--- src/rtl/redmule_tile_pkg.sv ---
// Shared widths and AXI4 channel structs for the RedMulE tile instruction port.
package redmule_tile_pkg;

    localparam int unsigned ADDR_W = 32;
    localparam int unsigned DATA_W = 32;
    localparam int unsigned ID_W   = 4;
    localparam int unsigned USER_W = 1;

    typedef struct packed {
        logic [ID_W-1:0]   id;
        logic [ADDR_W-1:0] addr;
        logic [7:0]        len;
        logic [2:0]        size;
        logic [1:0]        burst;
        logic              lock;
        logic [3:0]        cache;
        logic [2:0]        prot;
        logic [3:0]        qos;
        logic [3:0]        region;
        logic [USER_W-1:0] user;
    } axi_ax_t;

    typedef struct packed {
        logic [DATA_W-1:0]   data;
        logic [DATA_W/8-1:0] strb;
        logic                last;
        logic [USER_W-1:0]   user;
    } axi_w_t;

    typedef struct packed {
        logic [ID_W-1:0]   id;
        logic [1:0]        resp;
        logic [USER_W-1:0] user;
    } axi_b_t;

    typedef struct packed {
        logic [ID_W-1:0]   id;
        logic [DATA_W-1:0] data;
        logic [1:0]        resp;
        logic              last;
        logic [USER_W-1:0] user;
    } axi_r_t;

    typedef struct packed {
        axi_ax_t aw;
        logic    aw_valid;
        axi_w_t  w;
        logic    w_valid;
        logic    b_ready;
        axi_ax_t ar;
        logic    ar_valid;
        logic    r_ready;
    } core_instr_req_t;

    typedef struct packed {
        logic   aw_ready;
        logic   ar_ready;
        logic   w_ready;
        logic   b_valid;
        axi_b_t b;
        logic   r_valid;
        axi_r_t r;
    } core_instr_rsp_t;

endpackage

--- src/rtl/redmule_tile_instr_fetch_axi.sv ---
// OBI instruction fetch to single-beat AXI4 read bridge with bounded
// outstanding reads, in-order return and sticky responder-violation flag.
module redmule_tile_instr_fetch_axi #(
    parameter int unsigned MAX_OUTSTANDING = 2,
    parameter int unsigned ADDR_W          = redmule_tile_pkg::ADDR_W,
    parameter int unsigned DATA_W          = redmule_tile_pkg::DATA_W
) (
    input  logic                             clk_i,
    input  logic                             rst_ni,
    input  logic                             instr_req_i,
    input  logic [ADDR_W-1:0]                instr_addr_i,
    output logic                             instr_gnt_o,
    output logic                             instr_rvalid_o,
    output logic [DATA_W-1:0]                instr_rdata_o,
    output logic                             instr_err_o,
    output redmule_tile_pkg::core_instr_req_t axi_req_o,
    input  redmule_tile_pkg::core_instr_rsp_t axi_rsp_i,
    output logic                             busy_o,
    output logic                             proto_err_o
);

    localparam int unsigned OFF_W = $clog2(DATA_W / 8);
    localparam int unsigned CNT_W = $clog2(MAX_OUTSTANDING + 1);
    localparam logic [CNT_W-1:0]  CNT_MAX   = CNT_W'(MAX_OUTSTANDING);
    localparam logic [ADDR_W-1:0] ADDR_MASK = ~ADDR_W'((64'd1 << OFF_W) - 64'd1);

    typedef enum logic [0:0] {
        ST_IDLE    = 1'b0,
        ST_AR_PEND = 1'b1
    } state_e;

    state_e            state_q, state_d;
    logic [ADDR_W-1:0] addr_q, addr_d;
    logic [CNT_W-1:0]  cnt_q, cnt_d;
    logic              rvalid_q;
    logic [DATA_W-1:0] rdata_q;
    logic              err_q;
    logic              proto_err_q;

    logic grant_s;
    logic ar_hs_s;
    logic r_hs_s;
    logic r_acc_s;
    logic unused_rsp_s;

    // Handshake qualifiers; r_ready is constant 1 so r_valid alone is a handshake.
    always_comb begin
        grant_s = (state_q == ST_IDLE) && instr_req_i && (cnt_q < CNT_MAX);
        ar_hs_s = (state_q == ST_AR_PEND) && axi_rsp_i.ar_ready;
        r_hs_s  = axi_rsp_i.r_valid;
        r_acc_s = r_hs_s && (cnt_q != {CNT_W{1'b0}});
    end

    // Next state of the AR stage and the outstanding counter.
    always_comb begin
        state_d = state_q;
        addr_d  = addr_q;
        cnt_d   = cnt_q;
        case (state_q)
            ST_IDLE: begin
                if (grant_s) begin
                    state_d = ST_AR_PEND;
                    addr_d  = instr_addr_i & ADDR_MASK;
                end else begin
                    state_d = ST_IDLE;
                end
            end
            ST_AR_PEND: begin
                if (ar_hs_s) begin
                    state_d = ST_IDLE;
                end else begin
                    state_d = ST_AR_PEND;
                end
            end
            default: state_d = ST_IDLE;
        endcase
        case ({grant_s, r_acc_s})
            2'b10:   cnt_d = cnt_q + CNT_W'(1);
            2'b01:   cnt_d = cnt_q - CNT_W'(1);
            default: cnt_d = cnt_q;
        endcase
    end

    // State, response register and sticky violation flag.
    always_ff @(posedge clk_i or negedge rst_ni) begin
        if (!rst_ni) begin
            state_q     <= ST_IDLE;
            addr_q      <= {ADDR_W{1'b0}};
            cnt_q       <= {CNT_W{1'b0}};
            rvalid_q    <= 1'b0;
            rdata_q     <= {DATA_W{1'b0}};
            err_q       <= 1'b0;
            proto_err_q <= 1'b0;
        end else begin
            state_q  <= state_d;
            addr_q   <= addr_d;
            cnt_q    <= cnt_d;
            rvalid_q <= r_acc_s;
            if (r_acc_s) begin
                rdata_q <= axi_rsp_i.r.data;
                err_q   <= axi_rsp_i.r.resp[1];
            end
            // Stray beats are dropped; both stray and non-last beats mark the responder.
            if (r_hs_s && ((cnt_q == {CNT_W{1'b0}}) || !axi_rsp_i.r.last)) begin
                proto_err_q <= 1'b1;
            end
        end
    end

    // AXI request: AR driven from registers, write channels parked.
    always_comb begin
        axi_req_o          = '0;
        axi_req_o.ar_valid = (state_q == ST_AR_PEND);
        axi_req_o.ar.addr  = addr_q;
        axi_req_o.ar.len   = 8'd0;
        axi_req_o.ar.size  = 3'(OFF_W);
        axi_req_o.ar.burst = 2'b01;
        axi_req_o.ar.cache = 4'b0010;
        axi_req_o.ar.prot  = 3'b100;
        axi_req_o.r_ready  = 1'b1;
        axi_req_o.b_ready  = 1'b1;
    end

    assign instr_gnt_o    = grant_s;
    assign instr_rvalid_o = rvalid_q;
    assign instr_rdata_o  = rdata_q;
    assign instr_err_o    = err_q;
    assign busy_o         = (state_q != ST_IDLE) || (cnt_q != {CNT_W{1'b0}});
    assign proto_err_o    = proto_err_q;

    assign unused_rsp_s = ^{axi_rsp_i.aw_ready, axi_rsp_i.w_ready, axi_rsp_i.b_valid,
                            axi_rsp_i.b, axi_rsp_i.r.id, axi_rsp_i.r.resp[0],
                            axi_rsp_i.r.user};

endmodule
--- config.mk ---
export PLATFORM = sky130hd
export DESIGN_NAME = redmule_tile_instr_fetch_axi
export DESIGN_NICKNAME = d
export VERILOG_FILES = /design/src/rtl/redmule_tile_pkg.sv /design/src/rtl/redmule_tile_instr_fetch_axi.sv
export SDC_FILE = /design/constraint.sdc
export NUM_CORES = 1
export LEC_CHECK = 0
export ABC_AREA = 1
export CORE_AREA = 4 4 113 115
export DETAILED_ROUTE_END_ITERATION = 8
export DIE_AREA = 0 0 117 119
export PLACE_DENSITY = 0.78
export SLEW_MARGIN = 10
export SYNTH_ARGS = -nofsm -noshare
export SYNTH_HDL_FRONTEND = slang
export SYNTH_SLANG_ARGS = --single-unit
export TNS_END_PERCENT = 10
--- constraint.sdc ---
create_clock -name clk_i -period 3.7 [get_ports clk_i]
set_clock_uncertainty 0.2 [all_clocks]
set_input_delay 0.925 -clock clk_i [delete_from_list [all_inputs] [get_ports clk_i]]
set_output_delay 0.925 -clock clk_i [all_outputs]
set_load 0.01 [all_outputs]
==> summary.txt, run 1 <==
Outcome
  – Status: finished clean

Global routing
  – First-pass GRT wire length: 12,490 um
  – Total GRT Usage: 0.1158
  – Initial antenna violation count: 0
  – Largest net degree at the start of global routing: 69
  – Remaining global-route overflow: 0
  – Number of global-route vias before repair: roughly 2,400

Synth
  – Mapped Cells: 439
  – Distinct cells, synth: 14
  – Area share of the largest cell type after synthesis: 0.4604
  – Area leader, netlist: dfrtp_1
  – Cell area after synthesis: 0.003696 mm2
  – Syn avg cell area: between 8 and 9 um2
  – Seq/Total Area, Yosys: 0.4604
  – Synthesis warning total: 0
  – Synthesized flop and latch total: 68
  – Top cells by area, synth: dfrtp_1 46%, buf_4 30%, nand2_1 20%

Routing
  – Number of routed nets with antenna violations: 0
  – Residual DRC: 0
  – Wirelength per Cell: 11.67 um
  – Routed vias: 2,617
  – Pre-Repair DR Iteration Count: 4
  – Drt total wl: 8474 um
  – Starting DRC count in detailed routing: 90
  – Vias per inst: 3.605

Critical path
  – Worst path arrival time: roughly 2.1 ns
  – Crit. End Element: output port
  – Type of the worst setup path: in -> out
  – Critical path launch point type: input pin
  – Critical Path RT: 2.57 ns
  – Critical path fanouts, max: 2

Die
  – # rows: 40
  – DIE HEIGHT: 119 um
  – Die area: 0.01392 mm2
  – Die width: 117 um
  – Core region area: 0.01181 mm2
  – I/O Pins: between 200 and 300
  – Initial core utilization: 0.3129

Timing
  – Tmin final: 3.229 ns
  – Final setup fails: 0
  – Max Fclk: 309.7 MHz
  – Worst-margin pin slew: 0.8667 ns
  – Relative slew slack: 0.4222
  – Final WS setup: around 0.47 ns
  – Post-route clock period utilization: 0.8726
  – RSZ-0062 raised after global routing: no
  – Slew Viols, Final: 0
  – Setup_tns: 0 ns
  – Final-report hold violation count: 0

Clock tree
  – Post-CTS Setup Bufs: 0
  – TritonCTS Buffers: 9
  – Clock buffer depth: 2
  – Post_cts resized: 0
  – H-tree depth: 3
  – Hold-fix buffers, CTS: 0
  – Clock Tree Root: clkbuf_16
  – CTS tree: done
  – Clock transition at path regs: ~0.050 ns
  – Clock Sinks: 68
  – Later-pin clock latency in the skew report: 0.32 ns

Layout
  – ANT cells: 0
  – Fill cells: 1,185
  – NumNets Final: 663
  – Layout cells sized above 1: 0.03972
  – P&R area growth vs syn: 33.14%

Power
  – Sequential Power Share: 0.349
  – Int Pwr: 2444 uW
  – Clock network fraction of total power: 0.208
  – Combinational Power Share: 0.443
  – Leakage power: 0.002603 uW
  – Fraction of power spent switching nets: 0.3474
  – VDD IR-drop max: 0.0002904 V
  – Net Sw Power: 1301 uW
  – Power per cell area: 761.0 mW/mm2

Place
  – I/O Buffers: between 100 and 150
  – GPL Wtd Cong: 0.6688
  – Worst slack, placed: 0.4590 ns
  – Post-DP HPWL: between 6000 and 7000 um

Hold path
  – Hold crit path type: reg -> reg

Job
  – Max Cap Violations: 0
registers in the layout, indices dropped and copies added (netlist names):
register	count
instr_err_o	1
cnt_q	2
state_q	1
instr_rvalid_o	1
instr_rdata_o	32
proto_err_o	1
addr_q	30
cells in the final DEF, fill, tap and decap left out:
cell type and instances:
nand2_1 195, conb_1 144, clkdlybuf4s50_1 135, dfrtp_1 68, clkbuf_16 9, inv_1 5, buf_4 5, inv_2 3
nand3_1 2, o21ai_0 2, clkbuf_8 2, clkbuf_1 2, clkinv_2 2, nand3_2 1, o21ai_4 1, xnor2_1 1
nand4_1 1, ha_1 1
power groups by stage:
stage          sequential (uW)  clock, uW  combinational [uW]
3_5_place_dp              1310          0                1700
3_3_place_gp              1300          0                1670
5_1_grt                   1350        848                1850
4_1_cts                   1310        815                1700
6_report                  1310        779                1660
2_1_floorplan             1470          0                 683
kinds of logic (layout without fill, tap and decap cells):
group                      count (synthesis)  in the layout  share of synthesized area
and+or+nand+nor                          199            199                     0.2051
buffers and inverters                    165            163                     0.3196
DFF                                       68             68                     0.4604
AOI/OAI and AO/OA                          3              3                   0.007110
other                                      2            144                   0.002032
adders and majority gates                  1              1                   0.003385
xor gates and xnor gates                   1              1                   0.002370
synth_stat cells:
master	instances
xnor2_1	1
o21ai_0	2
inv_1	5
o21ai_4	1
nand4_1	1
nand3_1	2
conb_1	2
nand2_1	195
inv_2	3
ha_1	1
buf_2	11
dfrtp_1	68
buf_4	146
nand3_2	1
metrics by stage:
step                hold slack (ns)  instance area (um2)  power, uW  utilization  std cells
global placement             0.2611                 4651       2972       0.3938        711
detailed placement           0.2572                 4651       3008       0.3938        711
floorplan                    0.2997                 4229       2152            -        581
finish                       0.2609                 4921       3745       0.4166        726
global route                 0.2923                 4921       4046       0.4166        726
CTS                          0.2721                 4921       3824       0.4166        726
layout make-up:
type                    instances  area (um2)  area share
repair buffers                140        1389      0.2822
inverters                       8       30.03    0.006102
flip-flops and latches         68        1702      0.3458
clock buffers                  13       260.3     0.05289
multi-input cells             348        1346      0.2736
well taps                     147       183.9     0.03738
clock inverters                 2       10.01    0.002034
final timing paths:
kind,start,to,slack [ns],cells past startpoint
max,instr_req_i,instr_gnt_o,0.47,4
min,proto_err_o,proto_err_o,0.26,2
max reg2reg,cnt_q[1],cnt_q[1],1.88,8
min reg2reg,proto_err_o,proto_err_o,0.26,2
max in group asynchronous,rst_ni,instr_rdata_o[30],2.21,1
min in group asynchronous,rst_ni,addr_q[20],0.53,1
routing by layer:
layer	vias to the layer above	part of all wire	global-route usage
met5	-	0	0
met4	0	0.015	0.05161
li1	1298	-	-
met2	156	0.48	0.1846
met3	10	0.12	0.04675
met1	1153	0.39	0.1354
critical path: stages:
cell	delay, ns
clkdlybuf4s50_1	0.48
nand3_2	0.09
inv_2	0.06
clkdlybuf4s50_1	0.55
No activity file was read; power rests on OpenSTA's default activity.
==> inputs of run 2 (changes only) <==
Settings changed: CORE_AREA 4 4 113 115 to not set, CORE_MARGIN set to 4, CORE_UTILIZATION set to 30, DIE_AREA 0 0 117 119 to not set, PLACE_DENSITY 0.78 to 0.75.
==> run 2 against run 1 <==
Compared with the run above:
- critical path depth is the same
- clock power rose by 0.6%
- clock-buffer cell count unchanged
- via count rose by 1.7%
- flip-flop and latch count did not move
- register-to-register slack lost 0.69 ns
- total power decreased by 0.11%
- cell area fell by 0.15%
- sequential power about the same
- setup slack better by 0.024 ns
- combinational power about the same
- cell count down 0.14%
- largest power group unchanged
- highest routed layer unchanged
==> summary.txt, run 2 (synthesized netlist as in run 1, its figures left out) <==
Power
  – Fraction of power spent switching nets: 0.3478
  – Power per cell area: 761.4 mW/mm2
  – VDD IR-drop max: 0.0003453 V
  – Combinational Power Share: 0.441
  – Clock network fraction of total power: 0.210
  – Net Sw Power: 1301 uW
  – Leakage power: 0.002598 uW
  – Sequential Power Share: 0.349
  – Int Pwr: approximately 2400 uW

Global routing
  – Total GRT Usage: 0.1123
  – First-pass GRT wire length: about 13,000 um
  – Number of global-route vias before repair: 2,520
  – Largest net degree at the start of global routing: between 60 and 70
  – Initial antenna violation count: 0
  – Remaining global-route overflow: 0

Clock tree
  – Clock Sinks: 68
  – Post-CTS Setup Bufs: 0
  – H-tree depth: 3
  – Hold-fix buffers, CTS: 0
  – Clock buffer depth: 2
  – Clock Tree Root: clkbuf_16
  – TritonCTS Buffers: 9
  – Post_cts resized: 0
  – Clock transition at path regs: 0.05 ns
  – Later-pin clock latency in the skew report: ~0.32 ns
  – CTS tree: done

Layout
  – Most frequent cells in the layout: 195 x nand2_1, 144 x conb_1, 135 x clkdlybuf4s50_1
  – Final Cell Area: about 0.0049 mm2
  – Layout cells sized above 1: 0.03806
  – P&R area growth vs syn: 32.94%
  – Commonest non-fill, non-tap cell in the layout: nand2_1
  – ANT cells: 0
  – NumNets Final: 662
  – Max FFs per register: 32
  – Fin util: 0.4091

Routing
  – Pre-Repair DR Iteration Count: 4
  – Routed vias: between 2,000 and 3,000
  – Residual DRC: 0
  – Drt total wl: a little over 8000 um
  – Starting DRC count in detailed routing: 124
  – Vias per inst: 3.672
  – Wirelength per Cell: 11.45 um
  – Number of routed nets with antenna violations: 0

Die
  – # rows: 40
  – I/O Pins: 299
  – Die area: roughly 0.014 mm2
  – DIE HEIGHT: around 120 um
  – Initial core utilization: 0.3077
  – Core region area: between 0.01 and 0.015 mm2
  – Die width: 119.0 um

Critical path
  – Most used cell along the critical path: clkdlybuf4s50_1
  – Reg2Reg Depth: 7
  – Biggest cell delay along the critical path: about 0.53 ns
  – Cell family with most CP delay: buffers and inverters
  – R2r setup slk: 1.19 ns
  – Slowest CP cell: clkdlybuf4s50_1
  – Type of the worst setup path: in -> out
  – Critical path fanouts, max: 2
  – Worst path arrival time: around 2.1 ns
  – Worst R2R Start: cnt_q[0]
  – Reg-to-Reg End: cnt_q[1]
  – Critical Path RT: 2.57 ns
  – Worst path cell trace: clkdlybuf4s50_1 > nand3_2 > inv_2 > clkdlybuf4s50_1
  – Critical path launch point type: input pin
  – CP bufs+invs: 3
  – Crit. End Element: output port

Hold path
  – Worst hold path cell count: 2
  – Hold crit path type: reg -> reg
  – Hold Path End: proto_err_o
  – Hold_sp: proto_err_o

Timing
  – Post-route clock period utilization: 0.8660
  – Setup_tns: 0 ns
  – Slew Viols, Final: 0
  – Final WS setup: between 0.4 and 0.5 ns
  – Relative slew slack: 0.3578
  – RSZ-0062 raised after global routing: no
  – Tmin final: 3.204 ns
  – Max Fclk: 312.1 MHz
  – Worst-margin pin slew: approximately 0.96 ns
  – Final setup fails: 0
  – Final-report hold violation count: 0

Place
  – GPL Wtd Cong: approximately 0.68
  – Post-DP HPWL: 6134 um
  – Worst slack, placed: 0.4820 ns
  – I/O Buffers: approximately 140
  – Placed cell area: ~0.0046 mm2

Job
  – Max Cap Violations: 0

Outcome
  – Status: finished clean
run 2: routing by layer:
layer / track usage / vias to the layer above / share of wire
met5: 0 / - / 0
met4: 0.04345 / 0 / 0.013
met3: 0.05176 / 7 / 0.12
met2: 0.1809 / 154 / 0.47
met1: 0.1298 / 1204 / 0.40
li1: - / 1297 / -
run 2: how the worst max path moves through the flow:
stage | slack [ns] | depth (start not counted) | from | end
2_1_floorplan | 1.28 | 3 | instr_req_i | instr_gnt_o
3_3_place_gp | 0.48 | 4 | instr_req_i | instr_gnt_o
3_5_place_dp | 0.48 | 4 | instr_req_i | instr_gnt_o
4_1_cts | 0.48 | 4 | instr_req_i | instr_gnt_o
5_1_grt | 0.46 | 4 | instr_req_i | instr_gnt_o
6_report | 0.50 | 4 | instr_req_i | instr_gnt_o
run 2: power by group through the flow:
stage	Combinational [uW]	Clock [uW]	Sequential, uW
final	1650	784	1310
after global routing	1830	845	1350
after CTS	1680	813	1310
after detailed placement	1680	0	1310
after global placement	1660	0	1310
after floorplan	683	0	1470
run 2: worst min-delay path, delay by kind of cell (launching register included):
kind / cells / cell delay [ns]
buffers and inverters: 1 / 0.04
and+or+nand+nor: 1 / 0.05
DFF: 1 / 0.34
run 2: final cells by class:
cell class                 count  area, um2
multi-input combinational    348       1346
tap                          147      183.9
clock buffer                  13      260.3
fill                        1224       7098
inverter                       8      30.03
sequential                    68       1702
clock inverter                 2      10.01
timing repair buffer         139       1381
run 2: per-stage QoR:
step	hold WS (ns)	instances	power (uW)
2_1_floorplan	0.2997	581	2152
3_3_place_gp	0.2495	710	2962
3_5_place_dp	0.2507	710	2991
4_1_cts	0.2650	725	3807
5_1_grt	0.2865	725	4023
6_report	0.2597	725	3741
